File: config.mk
export PLATFORM = sky130hd
export DESIGN_NAME = scc_wave_mixer_flat
export DESIGN_NICKNAME = d
export VERILOG_FILES = /design/src/rtl/scc_wave_mixer_pkg.sv /design/src/rtl/scc_wave_mixer_if.sv /design/src/rtl/scc_wave_mixer_mac.sv /design/src/rtl/scc_wave_mixer.sv /design/src/flat_wrapper.sv
export SDC_FILE = /design/constraint.sdc
export NUM_CORES = 1
export LEC_CHECK = 0
export BUFFER_PORTS_ARGS = -buffer_cell sky130_fd_sc_hd__buf_2
export CAP_MARGIN = 15
export CELL_PAD_IN_SITES_DETAIL_PLACEMENT = 2
export CELL_PAD_IN_SITES_GLOBAL_PLACEMENT = 2
export CORE_MARGIN = 4
export CORE_UTILIZATION = 25
export DETAILED_ROUTE_END_ITERATION = 7
export PLACE_DENSITY_LB_ADDON = 0.1
export SYNTH_ARGS = -nofsm -noshare
export SYNTH_HDL_FRONTEND = slang
export SYNTH_SLANG_ARGS = --single-unit
File: constraint.sdc
create_clock -name clk -period 10.7 [get_ports clk]
set_input_delay 2.14 -clock clk [delete_from_list [all_inputs] [get_ports clk]]
set_output_delay 2.14 -clock clk [all_outputs]
set_load 0.1 [all_outputs]
File: src/rtl/scc_wave_mixer_pkg.sv
// Shared constants, S1 slot record and table-select helper for the SCC wave mixer.
package scc_wave_mixer_pkg;

    localparam int NUM_CH   = 5;
    localparam int SAMPLE_W = 8;
    localparam int VOL_W    = 4;
    localparam int PROD_W   = 12;
    localparam int ACC_W    = 15;
    localparam int OUT_W    = 11;
    localparam int TBL_W    = 3;
    localparam int WADDR_W  = 5;

    localparam logic [TBL_W-1:0] SLOT_END = 3'd5;

    // Slot captured at S0 and worked on in S1
    typedef struct packed {
        logic             vld;
        logic [TBL_W-1:0] ch;
        logic             upd;
    } s1_slot_t;

    // Channel E borrows channel D's table unless SCC+ mode is on
    function automatic logic [TBL_W-1:0] table_sel(input logic [TBL_W-1:0] slot,
                                                   input logic             scc_plus);
        return (slot == 3'd4 && !scc_plus) ? 3'd3 : slot;
    endfunction

endpackage

File: src/rtl/scc_wave_mixer_if.sv
// Slot strobe, wave RAM read port and mixed-sample output of the SCC wave mixer.
interface scc_wave_mixer_if;
    import scc_wave_mixer_pkg::*;

    logic                      enable;
    logic [TBL_W-1:0]          active;
    logic [WADDR_W-1:0]        wave_address;
    logic                      wave_update;
    logic [TBL_W+WADDR_W-1:0]  ram_address;
    logic                      ram_rd;
    logic [SAMPLE_W-1:0]       ram_rdata;
    logic [OUT_W-1:0]          sound_out;
    logic                      sound_valid;

    // System side: tone generator, wave RAM and sound path
    modport master (
        output enable, active, wave_address, wave_update, ram_rdata,
        input  ram_address, ram_rd, sound_out, sound_valid
    );

    // Mixer side
    modport slave (
        input  enable, active, wave_address, wave_update, ram_rdata,
        output ram_address, ram_rd, sound_out, sound_valid
    );

endinterface

File: src/rtl/scc_wave_mixer_mac.sv
// S1 volume/mask product and S2 frame accumulate, scale and output.
// Build option: SCC_WAVE_MIXER_SATURATE_EN selects the louder, clamped scaling.
module scc_wave_mixer_mac
    import scc_wave_mixer_pkg::*;
(
    input  logic                     clk,
    input  logic                     nreset,
    input  logic                     s1_vld_i,
    input  logic                     s1_end_i,
    input  logic [SAMPLE_W-1:0]      sample_i,
    input  logic [VOL_W-1:0]         volume_i,
    input  logic                     mask_i,
    output logic signed [OUT_W-1:0]  sound_out_o,
    output logic                     sound_valid_o
);

`ifdef SCC_WAVE_MIXER_SATURATE_EN
    function automatic logic signed [OUT_W-1:0] scale(input logic signed [ACC_W-1:0] a);
        logic signed [ACC_W-1:0] sh;
        sh = a >>> 3;
        if (sh > 15'sd1023)
            return 11'sd1023;
        else if (sh < -15'sd1024)
            return 11'h400;
        else
            return OUT_W'(sh);
    endfunction
`else
    // Five full-scale channels fit in 11 bits after the shift, no clipping needed
    function automatic logic signed [OUT_W-1:0] scale(input logic signed [ACC_W-1:0] a);
        return OUT_W'(a >>> 4);
    endfunction
`endif

    logic signed [PROD_W-1:0] prod_full;
    logic signed [PROD_W-1:0] prod_d, prod_q;
    logic                     s2_vld_q, s2_end_q;
    logic signed [ACC_W-1:0]  acc_d, acc_q, acc_sum;
    logic signed [OUT_W-1:0]  out_d;
    logic                     valid_d;

    // Signed 8 x unsigned 4: the true product fits 12 bits, so a 12-bit multiply is exact
    assign prod_full = $signed({{(PROD_W-SAMPLE_W){sample_i[SAMPLE_W-1]}}, sample_i})
                     * $signed({{(PROD_W-VOL_W){1'b0}}, volume_i});

    // Masked channels and the frame-end slot contribute nothing
    always_comb begin
        prod_d = '0;
        if (s1_vld_i && !s1_end_i && mask_i)
            prod_d = prod_full;
    end

    // S1 -> S2 pipeline register
    always_ff @(posedge clk or negedge nreset) begin
        if (!nreset) begin
            prod_q   <= '0;
            s2_vld_q <= 1'b0;
            s2_end_q <= 1'b0;
        end else begin
            prod_q   <= prod_d;
            s2_vld_q <= s1_vld_i;
            s2_end_q <= s1_vld_i && s1_end_i;
        end
    end

    assign acc_sum = acc_q + {{(ACC_W-PROD_W){prod_q[PROD_W-1]}}, prod_q};

    // Frame end closes the sum and clears; the next frame's slot 0 lands on the cleared acc
    always_comb begin
        acc_d   = acc_q;
        out_d   = sound_out_o;
        valid_d = 1'b0;
        if (s2_end_q) begin
            out_d   = scale(acc_sum);
            acc_d   = '0;
            valid_d = 1'b1;
        end else if (s2_vld_q) begin
            acc_d = acc_sum;
        end
    end

    // S2 accumulator and output registers
    always_ff @(posedge clk or negedge nreset) begin
        if (!nreset) begin
            acc_q         <= '0;
            sound_out_o   <= '0;
            sound_valid_o <= 1'b0;
        end else begin
            acc_q         <= acc_d;
            sound_out_o   <= out_d;
            sound_valid_o <= valid_d;
        end
    end

endmodule

File: src/rtl/scc_wave_mixer.sv
// SCC wave mixer top: table select, S0 slot capture, per-channel samples, MAC.
// Build option: SCC_WAVE_MIXER_SATURATE_EN (scaling choice lives in the MAC).
module scc_wave_mixer
    import scc_wave_mixer_pkg::*;
(
    input  logic              clk,
    input  logic              nreset,
    input  logic              reg_scc_plus,
    input  logic [VOL_W-1:0]  reg_volume_a,
    input  logic [VOL_W-1:0]  reg_volume_b,
    input  logic [VOL_W-1:0]  reg_volume_c,
    input  logic [VOL_W-1:0]  reg_volume_d,
    input  logic [VOL_W-1:0]  reg_volume_e,
    input  logic [NUM_CH-1:0] reg_channel_mask,
    scc_wave_mixer_if.slave   bus
);

    logic                             slot_rd;
    s1_slot_t                         s1_d, s1_q;
    logic [NUM_CH-1:0][VOL_W-1:0]     volume;
    logic [NUM_CH-1:0][SAMPLE_W-1:0]  sample_q;
    logic [SAMPLE_W-1:0]              sample_nx;
    logic [VOL_W-1:0]                 vol_sel;
    logic                             mask_sel;
    logic                             s1_end;

    assign volume = {reg_volume_e, reg_volume_d, reg_volume_c, reg_volume_b, reg_volume_a};

    assign slot_rd         = bus.enable && (bus.active < SLOT_END);
    assign bus.ram_rd      = slot_rd;
    assign bus.ram_address = slot_rd ? {table_sel(bus.active, reg_scc_plus), bus.wave_address} : '0;

    // S0 capture: channel slots and the frame-end slot; idle slots 6-7 dropped
    always_comb begin
        s1_d.vld = bus.enable && (bus.active <= SLOT_END);
        s1_d.ch  = bus.active;
        s1_d.upd = bus.wave_update;
    end

    // S0 register
    always_ff @(posedge clk or negedge nreset) begin
        if (!nreset) s1_q <= '0;
        else         s1_q <= s1_d;
    end

    // Select the S1 channel's next sample (fresh byte on a step, else held), volume and mask
    always_comb begin
        sample_nx = '0;
        vol_sel   = '0;
        mask_sel  = 1'b0;
        for (int n = 0; n < NUM_CH; n++) begin
            if (s1_q.ch == 3'(n)) begin
                sample_nx = s1_q.upd ? bus.ram_rdata : sample_q[n];
                vol_sel   = volume[n];
                mask_sel  = reg_channel_mask[n];
            end
        end
    end

    // Per-channel sample latch; masked channels keep tracking their waveform
    always_ff @(posedge clk or negedge nreset) begin
        if (!nreset) begin
            sample_q <= '0;
        end else begin
            for (int n = 0; n < NUM_CH; n++)
                if (s1_q.vld && s1_q.upd && s1_q.ch == 3'(n))
                    sample_q[n] <= bus.ram_rdata;
        end
    end

    assign s1_end = (s1_q.ch == SLOT_END);

    scc_wave_mixer_mac u_mac (
        .clk           (clk),
        .nreset        (nreset),
        .s1_vld_i      (s1_q.vld),
        .s1_end_i      (s1_end),
        .sample_i      (sample_nx),
        .volume_i      (vol_sel),
        .mask_i        (mask_sel),
        .sound_out_o   (bus.sound_out),
        .sound_valid_o (bus.sound_valid)
    );

endmodule

File: src/flat_wrapper.sv
// flat-port wrapper written by rule: the top's interface ports become plain ports
module scc_wave_mixer_flat import scc_wave_mixer_pkg::*;
  (clk, nreset, reg_scc_plus, reg_volume_a, reg_volume_b, reg_volume_c, reg_volume_d, reg_volume_e, reg_channel_mask, bus_enable, bus_active, bus_wave_address, bus_wave_update, bus_ram_rdata, bus_ram_address, bus_ram_rd, bus_sound_out, bus_sound_valid);
  scc_wave_mixer_if bus_i ();
  input  logic clk;
  input  logic nreset;
  input  logic reg_scc_plus;
  input  logic [VOL_W-1:0] reg_volume_a;
  input  logic [VOL_W-1:0] reg_volume_b;
  input  logic [VOL_W-1:0] reg_volume_c;
  input  logic [VOL_W-1:0] reg_volume_d;
  input  logic [VOL_W-1:0] reg_volume_e;
  input  logic [NUM_CH-1:0] reg_channel_mask;
  input wire logic [$bits(bus_i.enable)-1:0] bus_enable;
  input wire logic [$bits(bus_i.active)-1:0] bus_active;
  input wire logic [$bits(bus_i.wave_address)-1:0] bus_wave_address;
  input wire logic [$bits(bus_i.wave_update)-1:0] bus_wave_update;
  input wire logic [$bits(bus_i.ram_rdata)-1:0] bus_ram_rdata;
  output wire logic [$bits(bus_i.ram_address)-1:0] bus_ram_address;
  output wire logic [$bits(bus_i.ram_rd)-1:0] bus_ram_rd;
  output wire logic [$bits(bus_i.sound_out)-1:0] bus_sound_out;
  output wire logic [$bits(bus_i.sound_valid)-1:0] bus_sound_valid;
  assign bus_i.enable = bus_enable;
  assign bus_i.active = bus_active;
  assign bus_i.wave_address = bus_wave_address;
  assign bus_i.wave_update = bus_wave_update;
  assign bus_i.ram_rdata = bus_ram_rdata;
  assign bus_ram_address = bus_i.ram_address;
  assign bus_ram_rd = bus_i.ram_rd;
  assign bus_sound_out = bus_i.sound_out;
  assign bus_sound_valid = bus_i.sound_valid;
  scc_wave_mixer u_core (.clk(clk), .nreset(nreset), .reg_scc_plus(reg_scc_plus), .reg_volume_a(reg_volume_a), .reg_volume_b(reg_volume_b), .reg_volume_c(reg_volume_c), .reg_volume_d(reg_volume_d), .reg_volume_e(reg_volume_e), .reg_channel_mask(reg_channel_mask), .bus(bus_i));
endmodule
==> results.sh <==
export IMPL_clock_skew_final_ps=5.88
export IMPL_final_layout_size_suffix_gt1_share_pct=24.3
export IMPL_wirelength_met1_mm=6.96
export IMPL_pwr_density_cell_nw_per_um2=182
export IMPL_irDropWorstVdd_uv=84.9
export IMPL_synth_seq_cells=86
export IMPL_worst_setup_path_end_kind="flip-flop"
export IMPL_path_cells="buf_2 > mux4_2 > a22oi_1 > nor2_1 > ha_1 > inv_1 > fa_1 > fa_1 > inv_1 > ha_1 > a21oi_1 > nor2b_1 > or4b_1 > a221o_1 > a21o_1 > a21oi_2"
export IMPL_grt_antenna_before_repair=0
export IMPL_post_synth_inst_count=535
export IMPL_synth_xor_area_share_pct=3.57
export IMPL_cts_tree="built"
export IMPL_cts_hold_repair_buffers=0
export IMPL_asyncSetResetFlopFracSynth_pct=100
export IMPL_wirelength_routed_mm=15.6
export IMPL_firstDrtPassIters=4
export IMPL_switching_share_pct=40.3
export IMPL_initial_utilization_pct=25.6
export IMPL_dpl_cell_count=868
export IMPL_buffer_ports_inserted=66
export IMPL_timing_critical_path_fanout_max=8
export IMPL_clkLatencyLatePin_ps=350
export IMPL_wl_per_cell_microns=17.7
export IMPL_post_synthesis_cell_area_sq_um=5640
export IMPL_power_frac_clock_pct=25.6
export IMPL_layout_cells_most_common_list="dfrtp_1, buf_2, nor2_1"
export IMPL_rsz_0062_raised_after_global_routing="no"
export IMPL_nets=697
export IMPL_cpMaxStageDelayCell="fa_1"
export IMPL_synth_avg_cell_area_sq_um=10.5
export IMPL_first_global_vias=4887
export IMPL_grt_pass1_wl_mm=25.9
export IMPL_vias=4214
export IMPL_share_comb_of_total_power_pct=36.9
export IMPL_share_of_synthesized_cell_area_in_full_adder_half_adder_and_majority_cells_pct=13.8
export IMPL_layout_area_overhead_vs_synth_pct=16.1
export IMPL_setup_viols_final=0
export IMPL_status="completed"
export IMPL_drt_iter0_drc=128
export IMPL_cts_resized_gates=0
export IMPL_worstHoldPathType="reg2reg"
export IMPL_post_synth_and_or_nand_nor_area_fraction_pct=12.8
export IMPL_synthTopCellsByArea="dfrtp_1, mux2_2, ha_1"
export IMPL_max_cap_check_violation_count=0
export IMPL_total_leakage_power_nw=3.13
export IMPL_timing_final_crit_period_ps=6250
export IMPL_worst_pin_slew_ps=1010
export IMPL_timing_critical_path_required_ps=10960
export IMPL_synthDominantCellAreaShare_pct=38.2
export IMPL_critical_path_startpoint_type="input port"
export IMPL_final_period_util_pct=58.4
export IMPL_timing_slew_headroom_pct=32.5
export IMPL_largest_family_of_logic_cells_by_synthesized_area="multiplexers"
export IMPL_path_class="in2reg"
export IMPL_maxClockFrequency_ghz=0.160
export IMPL_crit_arrival_ps=6510
export IMPL_synthFlopType="dfrtp_1"
export IMPL_met2_length_mm=7.79
export IMPL_path_clk_slew_ps=70
export IMPL_max_slew_vio_count=0
export IMPL_row_count=54
export IMPL_sum_neg_setup_slack_ps=0
export IMPL_place_hpwl_mm=12.0
export IMPL_root_buffer="clkbuf_16"
export IMPL_synthDistinctLibCells=56
export IMPL_grt_ovfl_total=0
export IMPL_ctsLongestPathBuffers=2
export IMPL_post_cts_repair_setup_buffers=0
export IMPL_floorplan_die_height_microns=158
export IMPL_core_region_area_sq_um=22000
export IMPL_stdcell_count=884
export IMPL_io_pin_count=67
export IMPL_dieArea_sq_um=25000
export IMPL_synth_compound_gate_area_share_pct=11.8
export IMPL_switchingPower_w=0.000482
export IMPL_wl_met3_microns=595
export IMPL_finalHoldViolations=0
export IMPL_place_gp_congestion=0.795
export IMPL_avgViaCountPerCell=4.77
export IMPL_synth_edff_count=0
export IMPL_synth_yosys_seq_area_share_pct=38.2
export IMPL_die_width_microns=158
export IMPL_synth_largest_area_cell="dfrtp_1"
export IMPL_syn_num_nets=633
export IMPL_final_ant_viol_nets=0
export IMPL_remaining_drc_errors=0
export IMPL_layout_cells_most_common="dfrtp_1"
export IMPL_p_int_w=0.000712
export IMPL_cts_htree_levels=3
export IMPL_seqPwrFrac_pct=37.5
export IMPL_globalRouteTotalUtil_pct=13.2
export IMPL_num_antenna_cells=0
export IMPL_clock_sink_count=86
export IMPL_grt_max_degree=45
export IMPL_top_signal_layer_used="met4"
export IMPL_numCtsBuffers=9
export IMPL_muxShareOfSynthArea_pct=15.3
export IMPL_ys_warn_count=0
export IMPL_biggest_cell_delay_along_the_critical_path_ps=540
per-layer routing:
layer  global-route usage, %  vias up
li1                        -     1985
met2                    23.6       74
met4                    3.66        0
met1                    15.9     2137
met3                    3.20       18
met5                       0        -
critical path, delay by kind of cell:
family | cells | cell delay (ps)
AO/OA/AOI/OAI | 5 | 1330
adder cells (fa/ha/maj) | 4 | 1680
buffers and inverters | 3 | 190
multiplexers | 1 | 470
AND/OR/NAND/NOR | 3 | 710
cells by family (layout without fill, tap and decap cells):
family,Yosys count,after routing
simple gates,141,141
mux,77,77
xor+xnor,23,23
flops,86,86
buf+inv,61,130
fa+ha+maj,52,52
compound gates,95,95
Yosys cell counts, types with 7 or more instances:
cell and instances:
a21oi_1 25, and2_1 7, and3_1 7, clkbuf_1 11, dfrtp_1 86, fa_1 17, ha_1 35, inv_1 41
mux2_2 51, mux2i_1 22, nand2_1 19, nand3_1 10, nor2_1 53, nor2b_1 21, o21ai_0 13, xnor2_1 15
xor2_1 8
registers in the layout, summed over array words and instances, names as in the netlist:
| register | cells |
|---|---|
| u_core.sample_q | 40 |
| u_core.u_mac.acc_q | 15 |
| u_core.u_mac.prod_q | 12 |
| u_core.u_mac.sound_out_o | 11 |
| u_core.s1_q | 5 |
| u_core.u_mac.s2_end_q | 1 |
| u_core.u_mac.s2_vld_q | 1 |
| u_core.u_mac.sound_valid_o | 1 |
per-stage QoR:
step                      setup WS, ps  utilization [%]  hold slack [ps]  power [W]  area [sq um]
after detailed placement          4050             28.4              483   0.000906          6260
after global routing              4170             29.7              518    0.00128          6550
after CTS                         4420             29.7              498    0.00122          6550
after floorplan                   4090                -              352   0.000794          5640
final                             4450             29.7              494    0.00119          6550
after global placement            4170             28.4              475   0.000889          6260
cell type report:
type	count	area [sq um]
Fill cell	2445	15500
Inverter	42	158
Clock inverter	7	57.6
Sequential cell	86	2150
Clock buffer	9	225
Timing Repair Buffer	72	378
Tap cell	280	350
Multi-Input combinational cell	388	3230
power by group through the flow:
stage	combinational (W)	clock, W	sequential, W
3_5_place_dp	0.000451	0	0.000456
5_1_grt	0.000490	0.000335	0.000460
3_3_place_gp	0.000439	0	0.000451
6_report	0.000441	0.000305	0.000448
2_1_floorplan	0.000236	0	0.000558
4_1_cts	0.000452	0.000321	0.000450
final timing paths:
path	end	slack, ps	from	cells after the start
min	u_core.sample_q[3]	490	u_core.sample_q[3]	2
min in group asynchronous	u_core.u_mac.acc_q[5]	1790	nreset	1
min reg2reg	u_core.sample_q[3]	490	u_core.sample_q[3]	2
max reg2reg	u_core.u_mac.prod_q[11]	5310	u_core.s1_q[1]	20
max	u_core.u_mac.prod_q[11]	4450	reg_volume_d[2]	16
max in group asynchronous	u_core.u_mac.prod_q[11]	7870	nreset	2
No activity file was read; power rests on OpenSTA's default activity.
